--- config.mk ---
export PLATFORM = sky130hd
export DESIGN_NAME = chunk_deserializer_flat
export DESIGN_NICKNAME = d
export VERILOG_FILES = /design/src/rtl/chunk_deserializer_if.sv /design/src/rtl/chunk_deserializer.sv /design/src/flat_wrapper.sv
export SDC_FILE = /design/constraint.sdc
export NUM_CORES = 1
export LEC_CHECK = 0
export CORE_AREA = 4 4 75 77
export DETAILED_ROUTE_END_ITERATION = 12
export DIE_AREA = 0 0 79 81
export GPL_TIMING_DRIVEN = 0
export PLACE_DENSITY = 0.78
export SLEW_MARGIN = 20
export SYNTH_ARGS = -nofsm -noshare
export SYNTH_HDL_FRONTEND = slang
export SYNTH_SLANG_ARGS = --single-unit
--- constraint.sdc ---
create_clock -name Clock -period 1.64 [get_ports Clock]
set_input_delay 0.328 -clock Clock [delete_from_list [all_inputs] [get_ports Clock]]
set_output_delay 0.328 -clock Clock [all_outputs]
set_load 0.05 [all_outputs]
--- src/rtl/chunk_deserializer_if.sv ---
// chunk_deserializer_if
//   Bundles the chunk-serial input side and the word output side of
//   chunk_deserializer.
//   slave  : the deserializer's view (receives chunks, produces words).
//   master : the surrounding logic's view (sends chunks, consumes words).
//   Signals:
//     SIn/SInValid/SInReady   chunk stream, MS chunk first
//     Clear                   discard partially assembled word
//     POut/POutValid/POutAck  completed word with valid/ack handshake
//     Count                   chunks accepted toward current word
interface chunk_deserializer_if #(
   parameter int pwidth = 32,
   parameter int swidth = 8
);
   localparam int N  = pwidth / swidth;
   localparam int CW = (N > 1) ? $clog2(N) : 1;

   logic [swidth-1:0] SIn;
   logic              SInValid;
   logic              SInReady;
   logic              Clear;
   logic [pwidth-1:0] POut;
   logic              POutValid;
   logic              POutAck;
   logic [CW-1:0]     Count;

   modport slave (
      input  SIn, SInValid, Clear, POutAck,
      output SInReady, POut, POutValid, Count
   );

   modport master (
      output SIn, SInValid, Clear, POutAck,
      input  SInReady, POut, POutValid, Count
   );
endinterface

--- src/rtl/chunk_deserializer.sv ---
// chunk_deserializer
//   Collects swidth-bit chunks (most-significant chunk first) into
//   pwidth-bit words. A finished word sits in a register under a
//   valid/ack handshake; the only backpressure is on a completing chunk
//   that would overwrite a word nobody has taken yet.
//   Ports:
//     Clock  rising-edge system clock
//     Reset  synchronous, active-high; clears everything
//     bus    chunk_deserializer_if.slave (SIn/SInValid/SInReady, Clear,
//            POut/POutValid/POutAck, Count)
module chunk_deserializer #(
   parameter int pwidth = 32,
   parameter int swidth = 8
) (
   input  logic                    Clock,
   input  logic                    Reset,
   chunk_deserializer_if.slave     bus
);
   localparam int N     = pwidth / swidth;
   localparam int CW    = (N > 1) ? $clog2(N) : 1;
   localparam int ACC_W = (N > 1) ? (pwidth - swidth) : swidth;

   generate
      if ((pwidth % swidth) != 0 || N < 2) begin : g_cfg_err
         $error("chunk_deserializer: pwidth must be a multiple of swidth with pwidth/swidth >= 2");
      end
   endgenerate

   logic [ACC_W-1:0]  acc_q, acc_d;
   logic [CW-1:0]     count_q, count_d;
   logic [pwidth-1:0] pout_q, pout_d;
   logic              pvalid_q, pvalid_d;

   logic last_chunk;
   logic ready;
   logic accept;
   logic complete;

   assign last_chunk = (count_q == CW'(N - 1));
   // Only a completing chunk can be stalled, and an ack this cycle frees
   // the output register, hence the combinational path from POutAck.
   assign ready      = !(last_chunk && pvalid_q && !bus.POutAck);
   assign accept     = bus.SInValid && ready && !bus.Clear;
   assign complete   = accept && last_chunk;

   always_comb begin
      acc_d    = acc_q;
      count_d  = count_q;
      pout_d   = pout_q;
      pvalid_d = pvalid_q;

      if (bus.Clear) begin
         acc_d   = '0;
         count_d = '0;
      end else if (accept) begin
         if (last_chunk) begin
            pout_d  = {acc_q, bus.SIn};
            count_d = '0;
         end else begin
            // Keeping the low ACC_W bits of {acc, SIn} shifts the new chunk
            // in at the bottom; also correct for N == 2 where acc is one chunk.
            acc_d   = ACC_W'({acc_q, bus.SIn});
            count_d = count_q + CW'(1);
         end
      end

      // A completion in the same cycle as an ack replaces the acked word.
      if (complete)
         pvalid_d = 1'b1;
      else if (bus.POutAck)
         pvalid_d = 1'b0;
   end

   always_ff @(posedge Clock) begin
      if (Reset) begin
         acc_q    <= '0;
         count_q  <= '0;
         pout_q   <= '0;
         pvalid_q <= 1'b0;
      end else begin
         acc_q    <= acc_d;
         count_q  <= count_d;
         pout_q   <= pout_d;
         pvalid_q <= pvalid_d;
      end
   end

   assign bus.SInReady  = ready;
   assign bus.POut      = pout_q;
   assign bus.POutValid = pvalid_q;
   assign bus.Count     = count_q;
endmodule

--- src/flat_wrapper.sv ---
// flat-port wrapper written by rule: the top's interface ports become plain ports
module chunk_deserializer_flat 
#(
   parameter int pwidth = 32,
   parameter int swidth = 8
)
  (Clock, Reset, bus_SIn, bus_SInValid, bus_Clear, bus_POutAck, bus_SInReady, bus_POut, bus_POutValid, bus_Count);
  chunk_deserializer_if #(.pwidth(pwidth), .swidth(swidth)) bus_i ();
  input  logic Clock;
  input  logic Reset;
  input wire logic [$bits(bus_i.SIn)-1:0] bus_SIn;
  input wire logic [$bits(bus_i.SInValid)-1:0] bus_SInValid;
  input wire logic [$bits(bus_i.Clear)-1:0] bus_Clear;
  input wire logic [$bits(bus_i.POutAck)-1:0] bus_POutAck;
  output wire logic [$bits(bus_i.SInReady)-1:0] bus_SInReady;
  output wire logic [$bits(bus_i.POut)-1:0] bus_POut;
  output wire logic [$bits(bus_i.POutValid)-1:0] bus_POutValid;
  output wire logic [$bits(bus_i.Count)-1:0] bus_Count;
  assign bus_i.SIn = bus_SIn;
  assign bus_i.SInValid = bus_SInValid;
  assign bus_i.Clear = bus_Clear;
  assign bus_i.POutAck = bus_POutAck;
  assign bus_SInReady = bus_i.SInReady;
  assign bus_POut = bus_i.POut;
  assign bus_POutValid = bus_i.POutValid;
  assign bus_Count = bus_i.Count;
  chunk_deserializer #(.pwidth(pwidth), .swidth(swidth)) u_core (.Clock(Clock), .Reset(Reset), .bus(bus_i));
endmodule
# After elaboration in Yosys (flattened, before gate mapping)

Index checks and enable logic that the tools add are counted.

Flip-flop bits (word level): 59
Bits of input ports: 13
Output and inout port bits: 36
Logic and storage cells: 23

Add/subtract/negate cells: 1
Eq/ne operators: 1
Mux-type cells: 3
Bitwise operators: 2
Reductions and logical operators: 12

Operators with widths:

| kind                | number |
|---|---|
| $logic_and 1x1->1   | 5 |
| $logic_not 1->1     | 3 |
| $reduce_and 3->1    | 1 |
| $add 2x1->2 const B | 1 |
| $eq 2x2->1 const B  | 1 |
| $mux 1              | 2 |
| $mux 2              | 1 |
| $not 1->1           | 2 |
| $reduce_and 2->1    | 1 |
| $reduce_bool 2->1   | 1 |
| $reduce_or 2->1     | 1 |

# Logic depth before layout (Yosys ltp)

Gate-level depths: netlist of run 1.

Word-level depth: 8
Depth in mapped cells: 6
Gate-level depth less buffers: 4

# Worst setup path before layout of run 1

OpenSTA, ideal clock, no wires.

Kind: reg-to-reg
Start point: reg u_core.count_q[0] (netlist: u_core.bus.Count[0])
End point: reg u_core.count_q[1] (netlist: u_core.bus.Count[1])
Setup time: 0.072 ns
Arrival: 1.846 ns
Required time: 1.568 ns
Slack: -0.277 ns
Cell stages (with the launch flop): 5
Buffers on the path: 0
Clock period less this slack: 1.917 ns
Cells stage by stage: dfxtp_1 ha_1 nand3b_1 nand2_1 mux2i_1

Longest elaborated chain between the ends: 6
Elaborated cells on any way between the ends: 8
Those cells by class: add/sub (1); eq/ne (1); mux (1); reduce/logical (5)

RTL lines:

| item                            | RTL line                 | source |
|---|---|---|
| from (decl)                     | chunk_deserializer.sv:30 | `logic [CW-1:0] count_q, count_d;` |
| from (signal assigned)          | chunk_deserializer.sv:82 | `count_q <= count_d;` |
| $eq 2x2->1                      | chunk_deserializer.sv:39 | `assign last_chunk = (count_q == CW'(N - 1));` |
| $logic_and 1x1->1 (2 in series) | chunk_deserializer.sv:42 | `assign ready = !(last_chunk && pvalid_q && !bus.POutAck);` |
| $logic_not 1->1                 | chunk_deserializer.sv:42 |  |
| named net bus_SInReady          | flat_wrapper.sv:15       | `output wire logic [$bits(bus_i.SInReady)-1:0] bus_SInReady;` |
| $logic_and 1x1->1 (2 in series) | chunk_deserializer.sv:43 | `assign accept = bus.SInValid && ready && !bus.Clear;` |

The timed path passes the listed nets, and every way through them passes these cells.
A chain may end at the register's enable or synchronous reset.

# Worst setup path after layout of run 1

Start point: reg u_core.count_q[0] (netlist: u_core.bus.Count[0])
End point: out bus_Count[0]

RTL lines:

| item      | RTL line           | source |
|---|---|---|
| to (decl) | flat_wrapper.sv:18 | `output wire logic [$bits(bus_i.Count)-1:0] bus_Count;` |

No word-level cell between the ends.

==> results of run 1 <==
[path summary, 6_finish.rpt]
kind                       to  cells past startpoint                 from  slack [ns]
max reg2reg   u_core.acc_q[3]                      5  u_core.bus.Count[0]        0.15
min reg2reg  u_core.acc_q[18]                      2     u_core.acc_q[18]        0.46
min          u_core.acc_q[18]                      2     u_core.acc_q[18]        0.46
max              bus_Count[0]                      1  u_core.bus.Count[0]        0.08
[where the power goes]
| part | switching, mW | total (mW) | internal, mW |
|---|---|---|---|
| clock | 0.545 | 1.12 | 0.574 |
| combinational | 0.0782 | 0.155 | 0.0764 |
| sequential | 0.00691 | 1.44 | 1.44 |
| total | 0.630 | 2.72 | 2.09 |
[Yosys cell counts]
master,instances,area (sq um)
a21oi_1,25,125
a32o_1,1,10.0
and3_1,1,6.26
buf_2,3,15.0
buf_4,1,7.51
buf_6,5,56.3
clkbuf_1,10,37.5
dfxtp_1,59,1180
ha_1,1,12.5
mux2i_1,33,330
nand2_1,52,195
nand2b_1,65,407
nand3b_1,1,7.51
nor2_1,1,3.75
nor2b_1,1,6.26
nor3_1,1,5.00
nor3b_2,1,12.5
or2_2,1,6.26
or3b_1,1,8.76
[through the flow]
stage               utilization  setup slack [ns]  setup TNS [ns]
finish                    0.627            0.0775               0
global route              0.627           0.00920               0
CTS                       0.624            0.0130               0
detailed placement        0.601            -0.412          -12.28
global placement          0.601            -0.415          -11.21
floorplan                     -            0.0508               0
[logic make-up (layout without fill, tap and decap cells)]
kind of cell,count (synthesis),count (layout),share of synthesized area
flip-flops,59,59,0.485
multiplexers,33,33,0.136
buffers and inverters,19,82,0.0478
AO/OA/AOI/OAI,26,26,0.0555
AND/OR/NAND/NOR,125,125,0.270
adder cells (fa/ha/maj),1,1,0.00514
[registers in the layout, indices dropped and copies added, names as in the netlist]
| signal | cells |
|---|---|
| u_core.bus.POut | 32 |
| u_core.acc_q | 24 |
| u_core.bus.Count | 2 |
| u_core.bus.POutValid | 1 |
[layer usage]
| layer | vias to the layer above | part of all wire | track usage |
|---|---|---|---|
| li1 | 963 | - | - |
| met5 | - | 0 | 0 |
| met4 | 0 | 0.021 | 0.0928 |
| met3 | 11 | 0.053 | 0.0510 |
| met1 | 812 | 0.49 | 0.211 |
| met2 | 42 | 0.44 | 0.261 |
[area by class of cell]
| cell class | count | area (sq um) | area share |
|---|---|---|---|
| Sequential cell | 59 | 1190 | 0.379 |
| Multi-Input combinational cell | 185 | 1150 | 0.366 |
| Timing Repair Buffer | 48 | 434 | 0.138 |
| Clock buffer | 12 | 145 | 0.0462 |
| Buffer | 19 | 119 | 0.0379 |
| Tap cell | 70 | 87.6 | 0.0279 |
| Clock inverter | 3 | 15.0 | 0.00478 |
[repair_timing]
action                                  4_1_cts  5_1_grt
pin swaps                                     0        0
endpoints found under the setup margin       36       20
hold buffers                                  0        0
hold endpoints to repair                      0        0
gates resized for setup                      40        7
==> run summary, run 1 <==
GRT overflow: 0
Sequential area share after synthesis: 0.485
CP Max Fanout: 4
Core area: 5010 sq um
H-tree levels: 3
Syn_nets: 277
Floorplan row count: 26
Vias per cell: 4.62
Final wirelength: 4980 microns
Clk sinks: 59
Buf/Inv on CP: 1
IO Pins: 49
First-pass GRT wire length: 8240 microns
Worst Tran Pin Value: 0.503 ns
Critical-path top delay cell: dlygate4sd2_1
Yosys Warn Count: 0
CP Capture Type: primary output
Clock tree root buffer cell: clkbuf_8
Tot Pwr: 2.72 mW
Synth unique cells: 19
DR WL/cell: 12.6 microns
Clock latency on the worst-skew pair: 0.33 ns
DRT antenna net count: 0
Vias: 1828
DRC Markers: 0
Filler cell count in the final layout: 462
Starting DRC count in detailed routing: 133
Ant diodes: 0
Setup CP Type: register to primary output
DR pass1 iterations: 4
Post-Layout Inst Area: 3140 sq um
Cell area after synthesis: 2430 sq um
Final hold violation count: 0
Post-Place Cells: 381
Layout area overhead: 29.0%
Die span in y: 81 microns
Initial antenna violation count: 0
Post-DP HPWL: 3520 microns
Post-layout min period: 1.56 ns
Slew Limit Fails: 0
Nets: 336
Largest net degree at the start of global routing: 11
Leak Pwr: 1.20 nW
Non-Filler Instances: 396
RSZ-0062 raised after global routing: false
Peak VDD IR: 0.518 mV
Final Wtd Congestion: 0.762
Vias in the first global route: 1786
WP data arrival: 1.23 ns
Synth Register Bits: 59
CTS tree: done
Commonest non-fill, non-tap cells in the layout: nand2b_1, dfxtp_1, nand2_1
Avg Inst Size Synth: 9.25 sq um
FMAX: 640 MHz
Power Density: 866 nW/um^2
Setup repair bufs after CTS: 0
Initial core utilization: 0.486
Dpl cell area: 3010 sq um
CP Launch Type: register
Tot GR Track Use: 0.169
I/O Buffers: 48
Slowest stage delay, CP: 0.53 ns
Worst Path Required: 1.31 ns
Share of cells above drive strength 1: 0.0951
Status: completed
Die area: 6400 sq um
Clock tree buffer depth: 2
TritonCTS buffer count: 9
Die Width: 79 microns
CTS clk-pin slew, worst paths: 0.06 ns
Slew HR: 0.666
Final hold slack: 0.459 ns
Commonest non-fill, non-tap cell in the layout: nand2b_1
Crit path max-delay family: buffers and inverters
Skew final: 0.00634 ns
Min-Delay Path Class: register to register
Maxcap violations: 0
Worst path cell trace: dlygate4sd2_1
# setup viols final: 0
Period utilization: 0.953
Cells after synthesis: 263
No activity file was read; power rests on OpenSTA's default activity.
==> run 2: changes to the inputs <==
--- a/config.mk
+++ b/config.mk
@@ -14,3 +14,4 @@
 export SYNTH_ARGS = -nofsm -noshare
 export SYNTH_HDL_FRONTEND = slang
 export SYNTH_SLANG_ARGS = --single-unit
+export TNS_END_PERCENT = 5
==> results of run 2 <==
The final DEF is identical to that of run 1; final timing and power are the same.
